==> src/rtl/quad_step_decoder.sv <==
// Quadrature step decoder: synchronizes A/B, optionally glitch-filters them, and
// emits step/direction pulses. The glitch filter is built only with QUAD_GLITCH_FILTER_EN.
module quad_step_decoder #(
  parameter int FILT_LEN    = 4,
  parameter int SYNC_STAGES = 2
) (
  input  logic clk,
  input  logic reset,
  input  logic a_in,
  input  logic b_in,
  input  logic err_clr,
  output logic step,
  output logic upordown,
  output logic err_pulse,
  output logic err_sticky
);

  if (FILT_LEN < 2 || FILT_LEN > 16) begin : g_filt_len_chk
    $error("FILT_LEN must be in 2..16");
  end
  if (SYNC_STAGES < 2 || SYNC_STAGES > 4) begin : g_sync_chk
    $error("SYNC_STAGES must be in 2..4");
  end

  // Position of a state along the forward cycle 00->01->11->10.
  function automatic logic [1:0] gray_pos(input logic [1:0] v);
    logic [1:0] p;
    case (v)
      2'b00:   p = 2'd0;
      2'b01:   p = 2'd1;
      2'b11:   p = 2'd2;
      default: p = 2'd3;
    endcase
    return p;
  endfunction

  // p0: input synchronizers
  logic [SYNC_STAGES-1:0] a_sync_p0;
  logic [SYNC_STAGES-1:0] b_sync_p0;

  always_ff @(posedge clk) begin
    if (reset) begin
      a_sync_p0 <= '0;
      b_sync_p0 <= '0;
    end else begin
      a_sync_p0 <= {a_sync_p0[SYNC_STAGES-2:0], a_in};
      b_sync_p0 <= {b_sync_p0[SYNC_STAGES-2:0], b_in};
    end
  end

  // p1: acceptance of the synchronized value
  logic [1:0] s_p1;
  logic       acc_vld_p1;

  assign s_p1 = {a_sync_p0[SYNC_STAGES-1], b_sync_p0[SYNC_STAGES-1]};

`ifdef QUAD_GLITCH_FILTER_EN
  localparam logic [3:0] CNT_MAX = 4'(FILT_LEN - 1);
  localparam logic [3:0] CNT_ACC = 4'(FILT_LEN - 2);

  logic [1:0] cand_p1;
  logic [3:0] filt_cnt;

  // cand_p1 is the value being qualified; the cycle it first appears counts as sample one.
  always_ff @(posedge clk) begin
    if (reset) begin
      cand_p1  <= 2'b00;
      filt_cnt <= 4'd0;
    end else if (s_p1 != cand_p1) begin
      cand_p1  <= s_p1;
      filt_cnt <= 4'd0;
    end else if (filt_cnt != CNT_MAX) begin
      filt_cnt <= filt_cnt + 4'd1;
    end
  end

  assign acc_vld_p1 = (s_p1 == cand_p1) && (filt_cnt >= CNT_ACC);
`else
  assign acc_vld_p1 = 1'b1;
`endif

  // p2: transition decode against the accepted state
  logic [1:0] ab_p2;
  logic       init_p2;
  logic       is_up;
  logic       is_dn;
  logic       is_ill;
  logic [1:0] delta;

  always_comb begin
    is_up  = 1'b0;
    is_dn  = 1'b0;
    is_ill = 1'b0;
    delta  = gray_pos(s_p1) - gray_pos(ab_p2);
    if (acc_vld_p1 && !init_p2) begin
      case (delta)
        2'd1:    is_up  = 1'b1;
        2'd3:    is_dn  = 1'b1;
        2'd2:    is_ill = 1'b1;
        default: ;
      endcase
    end
  end

  always_ff @(posedge clk) begin
    if (reset) begin
      ab_p2      <= 2'b00;
      init_p2    <= 1'b1;
      step       <= 1'b0;
      err_pulse  <= 1'b0;
      err_sticky <= 1'b0;
      upordown   <= 1'b1;
    end else begin
      step      <= is_up | is_dn;
      err_pulse <= is_ill;
      if (is_up) begin
        upordown <= 1'b1;
      end else if (is_dn) begin
        upordown <= 1'b0;
      end
      if (acc_vld_p1) begin
        ab_p2   <= s_p1;
        init_p2 <= 1'b0;
      end
      if (is_ill) begin
        err_sticky <= 1'b1;
      end else if (err_clr) begin
        err_sticky <= 1'b0;
      end
    end
  end

endmodule

==> config.mk <==
export PLATFORM = sky130hd
export DESIGN_NAME = quad_step_decoder
export DESIGN_NICKNAME = d
export VERILOG_FILES = /design/src/rtl/quad_step_decoder.sv
export SDC_FILE = /design/constraint.sdc
export NUM_CORES = 1
export LEC_CHECK = 0
export CORE_AREA = 2 2 39 41
export CTS_BUF_LIST = sky130_fd_sc_hd__clkbuf_16
export DETAILED_ROUTE_END_ITERATION = 8
export DIE_AREA = 0 0 41 43
export PLACE_DENSITY = 0.61
export SYNTH_ARGS = -nofsm -noshare
export SYNTH_HDL_FRONTEND = slang
export SYNTH_SLANG_ARGS = --single-unit
==> constraint.sdc <==
create_clock -name clk -period 2.5 [get_ports clk]
set_input_delay 0.625 -clock clk [delete_from_list [all_inputs] [get_ports clk]]
set_output_delay 0.625 -clock clk [all_outputs]
set_load 0.02 [all_outputs]
==> results of run 1 <==
## registers in the layout (all words and copies together) (netlist names)
name and flops:
ab_p2 2, init_p2 1, upordown 1, b_sync_p0 2
step 1, err_sticky 1, a_sync_p0 2, err_pulse 1
## worst max-delay path by stage
stage | from | endpoint | slack [ps]
after detailed placement | reset | upordown | 570
final | err_sticky | err_sticky | 720
after global routing | ab_p2[0] | upordown | 580
after floorplan | b_sync_p0[1] | upordown | 850
after global placement | reset | upordown | 600
after CTS | err_sticky | err_sticky | 710
## layer usage
metal / vias up / GRT usage / routed length (µm)
met5: - / 0 / 0
met4: 0 / 0.0800 / 14
met3: 2 / 0.0785 / 20
met2: 5 / 0.150 / 332
met1: 134 / 0.0954 / 332
li1: 164 / - / -
## cells in the final DEF, fill, tap and decap left out, drive strengths merged
cell and n:
dfxtp 11, clkdlybuf4s50 8, nor2 6, nor2b 5, ha 5, inv 3, clkbuf 3, nand2 2
o21ai 2, or3 1, or2 1, nor4 1, a2111oi 1, nor3b 1, a311oi 1, nor3 1
xnor3 1, clkinv 1
## cell usage after synthesis
cell type / instances / share of area
a2111oi_2: 1 / 0.033
a311oi_1: 1 / 0.019
clkbuf_1: 1 / 0.0083
dfxtp_1: 11 / 0.49
ha_1: 5 / 0.14
inv_1: 3 / 0.025
nand2_1: 2 / 0.017
nor2_1: 6 / 0.050
nor2b_1: 5 / 0.069
nor3_1: 1 / 0.011
nor3b_1: 1 / 0.017
nor4_1: 1 / 0.014
o21ai_0: 1 / 0.011
o21ai_1: 1 / 0.011
or2_1: 1 / 0.014
or3_4: 1 / 0.025
xnor3_1: 1 / 0.050
## kinds of logic (layout without fill, tap and decap cells)
| kind of cell | count (synthesis) | after routing | share of synthesized area |
|---|---|---|---|
| adder cells (fa/ha/maj) | 5 | 5 | 0.139 |
| AND/OR/NAND/NOR | 18 | 18 | 0.216 |
| XOR/XNOR | 1 | 1 | 0.0499 |
| buffers and inverters | 4 | 15 | 0.0332 |
| flip-flops | 11 | 11 | 0.488 |
| AO/OA/AOI/OAI | 4 | 4 | 0.0748 |
## stage by stage
step	power (µW)	cell area (µm²)	hold slack [ps]
6_report	517	628	435
5_1_grt	539	628	455
4_1_cts	524	628	435
3_5_place_dp	233	548	425
3_3_place_gp	232	548	422
2_1_floorplan	216	452	414
## power breakdown
group / internal (µW) / switching, µW / leakage (µW) / total [µW]
clock: 211 / 76.5 / 0.0000409 / 288
combinational: 23.2 / 19.2 / 0.000138 / 42.4
sequential: 184 / 3.00 / 0.0000903 / 187
## final cells by class
cell class | count | area [µm²]
inverters | 3 | 11.3
well taps | 16 | 20.0
flip-flops and latches | 11 | 220
clock inverters | 1 | 5.00
clock buffers | 3 | 75.1
repair buffers | 8 | 80.1
fillers | 131 | 756
multi-input cells | 28 | 216
==> impl_metrics.csv, run 1 <==
group,metric,value,unit
outcome,outcome,"complete, no violations",
setup_path,reg2reg_depth,6,
global_routing,grt.overflow.total,0,
worst_hold_path,hold_class,"flop to flop",
timing,setup_viol,0,
global_routing,grt_start_max_net_pins,14,
worst_hold_path,min_path_cells,1,
yosys,yosys_warnings,0,
detailed_routing,wirelength,700,µm
pwr,power_leakage,0.000269,µW
detailed_routing,ant_nets,0,
timing,min_period,1780,ps
detailed_routing,drc,0,
clock_network,cts_root_buf,"clkbuf_16",
clock_network,clock-sinks,11,
timing,hold_viol,0,
clock_network,cts_buffers,3,
setup_path,cp.arrival,1160,ps
setup_path,crit_family,"buffers and inverters",
setup_path,crit_type,"flop to output pin",
die,core_area,1380,µm²
worst_hold_path,min_to,"b_sync_p0[1]",
clock_network,clk_latency,230,ps
layout,syn2layout_area_growth,39.1,%
clock_network,post_cts_resized,0,
worst_hold_path,hp-start,"b_sync_p0[0]",
setup_path,r2r_slack,740,ps
layout,diodes,0,
setup_path,crit_required,1880,ps
setup_path,worstReg2RegEnd,"upordown",
yosys,ys_ff_latch,11,
timing,min_period_over_period,0.712,
timing,slew_headroom,0.684,
detailed_routing,drt_iter0_drc,3,
yosys,synth_seq_area_share,0.488,
layout,layout-drive-gt1-share,0.111,
detailed_routing,vias_per_cell,4.36,
die,die_y,43,µm
clock_network,cts_tree,"yes",
setup_path,critPathLaunchType,"flop",
die,start_util,0.326,
die,rows,14,
clock_network,cts_buffer_depth,2,
setup_path,critical_path.cell_chain,"clkdlybuf4s50_1",
layout,fin_cells,70,
timing,tightest_slew,472,ps
timing,drv_slew,0,
placed_design,dp_cells,66,
detailed_routing,avgRoutedWirePerCell,10.0,µm
timing,max_freq,561,MHz
setup_path,path_depth,1,
global_routing,grtUsageTotal,0.105,
placed_design,dp.final_hpwl,497,µm
timing,setup_ws,719,ps
detailed_routing,first_pass_iters,4,
setup_path,critPathMaxFanout,2,
setup_path,worstReg2RegStart,"b_sync_p0[1]",
global_routing,antenna_found_initial,0,
layout,fin_nets,65,
setup_path,slowest_delay,600,ps
placed_design,portBuffers,8,
pwr,peakVddDrop,433,µV
clock_network,cts-htree-levels,1,
yosys,syn_area,452,µm²
setup_path,crit_buf_inv,1,
clock_network,postCtsSetupRepairBufs,0,
die,die_x,41,µm
yosys,yosysUniqueCellTypes,17,
yosys,avgSynthCellArea,10.5,µm²
flow_run,cap_viol_max_count,0,
timing,finClkSkew,0.679,ps
timing,rsz0062_at_grt,"no",
clock_network,clk_pin_slew,40,ps
yosys,syn-num-nets,53,
yosys,synthCells,43,
die,design.die.area,1760,µm²
clock_network,hold_buffers,0,
layout,final_util,0.454,
timing,setup_tns,0,ps
setup_path,slowest_stage,"clkdlybuf4s50_1",
global_routing,grt_pass1_vias,282,
setup_path,end_kind,"output pin",
die,io_pins,9,
placed_design,routabilityCongestion,0.659,
detailed_routing,vias,305,
pwr,cellPowerDensity,823,nW/µm²
global_routing,grt_pass1_wl,1100,µm
placed_design,pre_cts_slack,569,ps
Power figures use the tool's default switching activity.
==> run 2, diff against run 1 <==
- clock period: 2.5 -> 1.8 ns (I/O delays scaled with it)
==> impl_metrics.csv, run 2 (synthesis gave the netlist of run 1 again) <==
group,metric,value,unit
clock_network,cts_tree,"yes",
layout,layout-drive-gt1-share,0.273,
timing,drv_slew,0,
clock_network,cts-htree-levels,1,
flow_run,cap_viol_max_count,0,
setup_path,cp_common_cell,"inv_2",
setup_path,crit_type,"flop to flop",
placed_design,pre_cts_slack,10.2,ps
pwr,p_sw,140,µW
layout,final_cell_mix,"dfxtp_1 (9), clkdlybuf4s50_1 (8), nor2_1 (6)",
timing,min_period_over_period,0.963,
layout,diodes,0,
detailed_routing,drt_iter0_drc,0,
timing,tightest_slew,442,ps
clock_network,cts_buffers,3,
clock_network,postCtsSetupRepairBufs,0,
placed_design,routabilityCongestion,0.661,
clock_network,clk_latency,240,ps
die,die_x,41,µm
die,die_y,43,µm
setup_path,cp-startpoint,"ab_p2[0]",
die,start_util,0.326,
global_routing,antenna_found_initial,0,
die,io_pins,9,
pwr,cellPowerDensity,1070,nW/µm²
layout,syn2layout_area_growth,50.4,%
clock_network,post_cts_resized,0,
layout,fillCellCount,134,
worst_hold_path,hp-start,"b_sync_p0[0]",
placed_design,portBuffers,8,
pwr,power.internal,585,µW
detailed_routing,wirelength,744,µm
global_routing,grt.overflow.total,0,
timing,setup_viol,0,
pwr,seq_power_share,0.360,
clock_network,cts_root_buf,"clkbuf_16",
detailed_routing,avgRoutedWirePerCell,10.5,µm
pwr,peakVddDrop,750,µV
layout,top_regs,"a_sync_p0: 2 flops, ab_p2: 2 flops, b_sync_p0: 2 flops",
layout,fin_nets,66,
setup_path,crit_required,1900,ps
setup_path,worstReg2RegStart,"ab_p2[0]",
worst_hold_path,hold_class,"flop to flop",
die,design.die.area,1760,µm²
setup_path,end_kind,"flop",
pwr,power_frac_clock,0.546,
outcome,outcome,"complete, no violations",
timing,hold_viol,0,
setup_path,critPathLaunchType,"flop",
setup_path,crit_family,"adder cells",
global_routing,grtUsageTotal,0.104,
setup_path,crit_buf_inv,2,
global_routing,grt_pass1_vias,275,
setup_path,slowest_delay,350,ps
timing,min_period,1730,ps
timing,setup_ws,65.9,ps
clock_network,clock-sinks,11,
timing,slew_headroom,0.702,
setup_path,slowest_stage,"or3_4",
die,core_area,1380,µm²
placed_design,dp.final_hpwl,522,µm
detailed_routing,vias,321,
timing,max_freq,577,MHz
die,rows,14,
clock_network,clk_pin_slew,40,ps
detailed_routing,drc,0,
layout,multiInputGateArea,259,µm²
clock_network,cts_buffer_depth,2,
pwr,power_leakage,0.000276,µW
global_routing,grt_pass1_wl,1100,µm
global_routing,grt_start_max_net_pins,11,
setup_path,critPathMaxFanout,3,
layout,regArea,223,µm²
detailed_routing,ant_nets,0,
pwr,swShare,0.193,
timing,finClkSkew,1.96,ps
clock_network,hold_buffers,0,
detailed_routing,vias_per_cell,4.52,
setup_path,cp.arrival,1830,ps
layout,mostFrequentLayoutCell,"dfxtp_1",
setup_path,critical_path.cell_chain,"inv_2 -> ha_4 -> inv_2 -> ha_2 -> or3_4 -> a2111oi_4 -> a311oi_1",
placed_design,dp_cells,67,
pwr,combPwrFrac,0.094,
layout,fin_cells,71,
detailed_routing,first_pass_iters,1,
## run 2: per-layer routing
metal,global-route usage,up-vias,share of wire
li1,-,168,-
met1,0.115,144,0.46
met2,0.138,7,0.48
met3,0.0628,2,0.031
met4,0.0800,0,0.030
met5,0,-,0
## run 2: power groups by stage
stage / clock network, µW / registers, µW / logic (µW)
finish: 396 / 261 / 68.2
global route: 418 / 262 / 74.6
CTS: 406 / 260 / 60.8
detailed placement: 0 / 264 / 60.6
global placement: 0 / 264 / 59.7
floorplan: 0 / 268 / 31.6
## run 2: final timing paths
kind	slack, ps	cells past startpoint	to
setup / recovery	70	7	upordown
hold / removal	430	1	b_sync_p0[1]
setup reg to reg	70	7	upordown
hold reg to reg	430	1	b_sync_p0[1]
## run 2: final cells by class
class / count / share of cell area
multi-input cells: 28 / 0.381
clock inverters: 1 / 0.00552
repair buffers: 9 / 0.129
well taps: 16 / 0.0295
clock buffers: 3 / 0.110
flip-flops and latches: 11 / 0.328
inverters: 3 / 0.0166
## run 2: worst reg2reg max path, delay by kind of cell (launching register included)
kind            cells  cell delay (ps)
fa+ha+maj           2              420
compound gates      2              420
simple gates        1              350
flops               1              330
buf+inv             2               80
## run 2: metrics by stage
| stage | hold slack, ps | instance area (µm²) | utilization | power, µW | TNS, ps |
|---|---|---|---|---|---|
| 2_1_floorplan | 414 | 452 | - | 300 | 0 |
| 3_3_place_gp | 418 | 556 | 0.401 | 323 | 0 |
| 3_5_place_dp | 427 | 556 | 0.401 | 325 | 0 |
| 4_1_cts | 435 | 634 | 0.458 | 727 | 0 |
| 5_1_grt | 455 | 679 | 0.491 | 754 | -8.12 |
| 6_report | 432 | 679 | 0.491 | 725 | 0 |
==> run 3, diff against run 2 <==
- REMOVE_ABC_BUFFERS: not set -> 1
- SETUP_SLACK_MARGIN: not set -> 0.15
==> impl_metrics.csv, run 3 (synthesis gave the netlist of run 1 again) <==
group,metric,value,unit
pwr,power_leakage,0.000296,µW
setup_path,cp-startpoint,"ab_p2[0]",
layout,diodes,0,
timing,whs,437,ps
global_routing,grt.overflow.total,0,
layout,syn2layout_area_growth,50.1,%
die,start_util,0.326,
outcome,outcome,"complete, no violations",
layout,fin_nets,66,
setup_path,critPathMaxFanout,3,
timing,setup_tns,0,ps
detailed_routing,first_pass_iters,3,
placed_design,portBuffers,8,
detailed_routing,ant_nets,0,
die,die_x,41,µm
timing,drv_slew,0,
setup_path,setup.worst_path.end,"upordown",
detailed_routing,avgRoutedWirePerCell,10.3,µm
die,design.die.area,1760,µm²
setup_path,crit_type,"flop to flop",
timing,slew_headroom,0.708,
layout,top_regs,"a_sync_p0: 2 flops, ab_p2: 2 flops, b_sync_p0: 2 flops",
layout,layout-drive-gt1-share,0.182,
setup_path,r2r_slack,130,ps
setup_path,crit_required,1900,ps
clock_network,cts_buffers,3,
pwr,peakVddDrop,657,µV
detailed_routing,drt_iter0_drc,8,
global_routing,antenna_found_initial,0,
timing,max_freq,598,MHz
placed_design,routabilityCongestion,0.630,
timing,hold_viol,0,
pwr,cellPowerDensity,1080,nW/µm²
timing,min_period,1670,ps
clock_network,cts_root_buf,"clkbuf_16",
setup_path,worstReg2RegEnd,"upordown",
layout,fillCellCount,125,
global_routing,grt_start_max_net_pins,11,
die,die_y,43,µm
global_routing,grtUsageTotal,0.105,
die,rows,14,
placed_design,dp.final_hpwl,493,µm
clock_network,clock-sinks,11,
setup_path,cp.arrival,1770,ps
clock_network,postCtsSetupRepairBufs,0,
pwr,total_power,732,µW
timing,finClkSkew,0.751,ps
clock_network,cts-htree-levels,1,
detailed_routing,wirelength,729,µm
detailed_routing,vias_per_cell,4.45,
clock_network,clk_pin_slew,40,ps
worst_hold_path,min_path_cells,1,
clock_network,cts_buffer_depth,2,
layout,final_cell_mix,"dfxtp_1 (10), clkdlybuf4s50_1 (7), nor2_1 (6)",
flow_run,cap_viol_max_count,0,
setup_path,reg2reg_depth,7,
setup_path,worstReg2RegStart,"ab_p2[0]",
die,core_area,1380,µm²
detailed_routing,vias,316,
clock_network,cts_tree,"yes",
worst_hold_path,hold_class,"flop to flop",
timing,rsz0062_at_grt,"yes",
clock_network,clk_latency,240,ps
setup_path,end_kind,"flop",
timing,setup_viol,0,
timing,min_period_over_period,0.929,
detailed_routing,drc,0,
global_routing,grt_pass1_vias,284,
setup_path,critPathLaunchType,"flop",
timing,tightest_slew,434,ps
global_routing,grt_pass1_wl,1130,µm
die,io_pins,9,
layout,mostFrequentLayoutCell,"dfxtp_1",
-- run 3: cell count changes in the layout (fill, tap and decap cells not counted) --
cell             change
dfxtp_2              -1
ha_2                 -1
clkdlybuf4s50_1      -1
dfxtp_1              +1
inv_2                -3
inv_1                +3
ha_1                 +1
dlymetal6s2s_1       +1
-- run 3: area by class of cell --
type	instances	area (µm²)	area share
Multi-Input combinational cell	28	256	0.378
Sequential cell	11	221	0.327
Tap cell	16	20.0	0.0295
Clock buffer	3	75.1	0.111
Clock inverter	1	3.75	0.00554
Timing Repair Buffer	9	90.1	0.133
Inverter	3	11.3	0.0166
-- run 3: critical path, stage by stage, from the launching register on --
cell and delay (ps):
dfxtp_2 320, inv_1 40, ha_1 260, inv_1 50
ha_4 160, or3_4 340, a2111oi_4 300, a311oi_1 70
-- run 3: per-layer routing --
layer,track usage,share of wire,up-vias
met4,0.0800,0.034,0
met2,0.144,0.44,9
met5,0,0,-
met1,0.111,0.46,136
met3,0.0628,0.059,3
li1,-,-,168
-- run 3: timing repair --
action                                  4_1_cts  5_1_grt
hold buffers                                  0        0
endpoints found under the setup margin        1        2
pin swaps                                     1        0
resized for setup                             5        1
-- run 3: power by group --
part	internal (µW)	switching [µW]	total, µW
clock	291	109	400
sequential	256	4.82	260
combinational	40.1	30.8	70.9
-- run 3: worst min path at each step --
stage / startpoint / to
after floorplan: init_p2 / step
after global placement: a_sync_p0[0] / a_sync_p0[1]
after detailed placement: a_sync_p0[0] / a_sync_p0[1]
after CTS: a_sync_p0[0] / a_sync_p0[1]
after global routing: b_sync_p0[0] / b_sync_p0[1]
final: a_sync_p0[0] / a_sync_p0[1]
-- run 3: metrics by stage --
stage	cell area (µm²)	instances	utilization	setup slack [ps]
6_report	678	71	0.490	129
3_3_place_gp	556	67	0.401	70.5
3_5_place_dp	556	67	0.401	66.4
4_1_cts	676	71	0.488	137
2_1_floorplan	448	42	-	147
5_1_grt	678	71	0.490	55.0
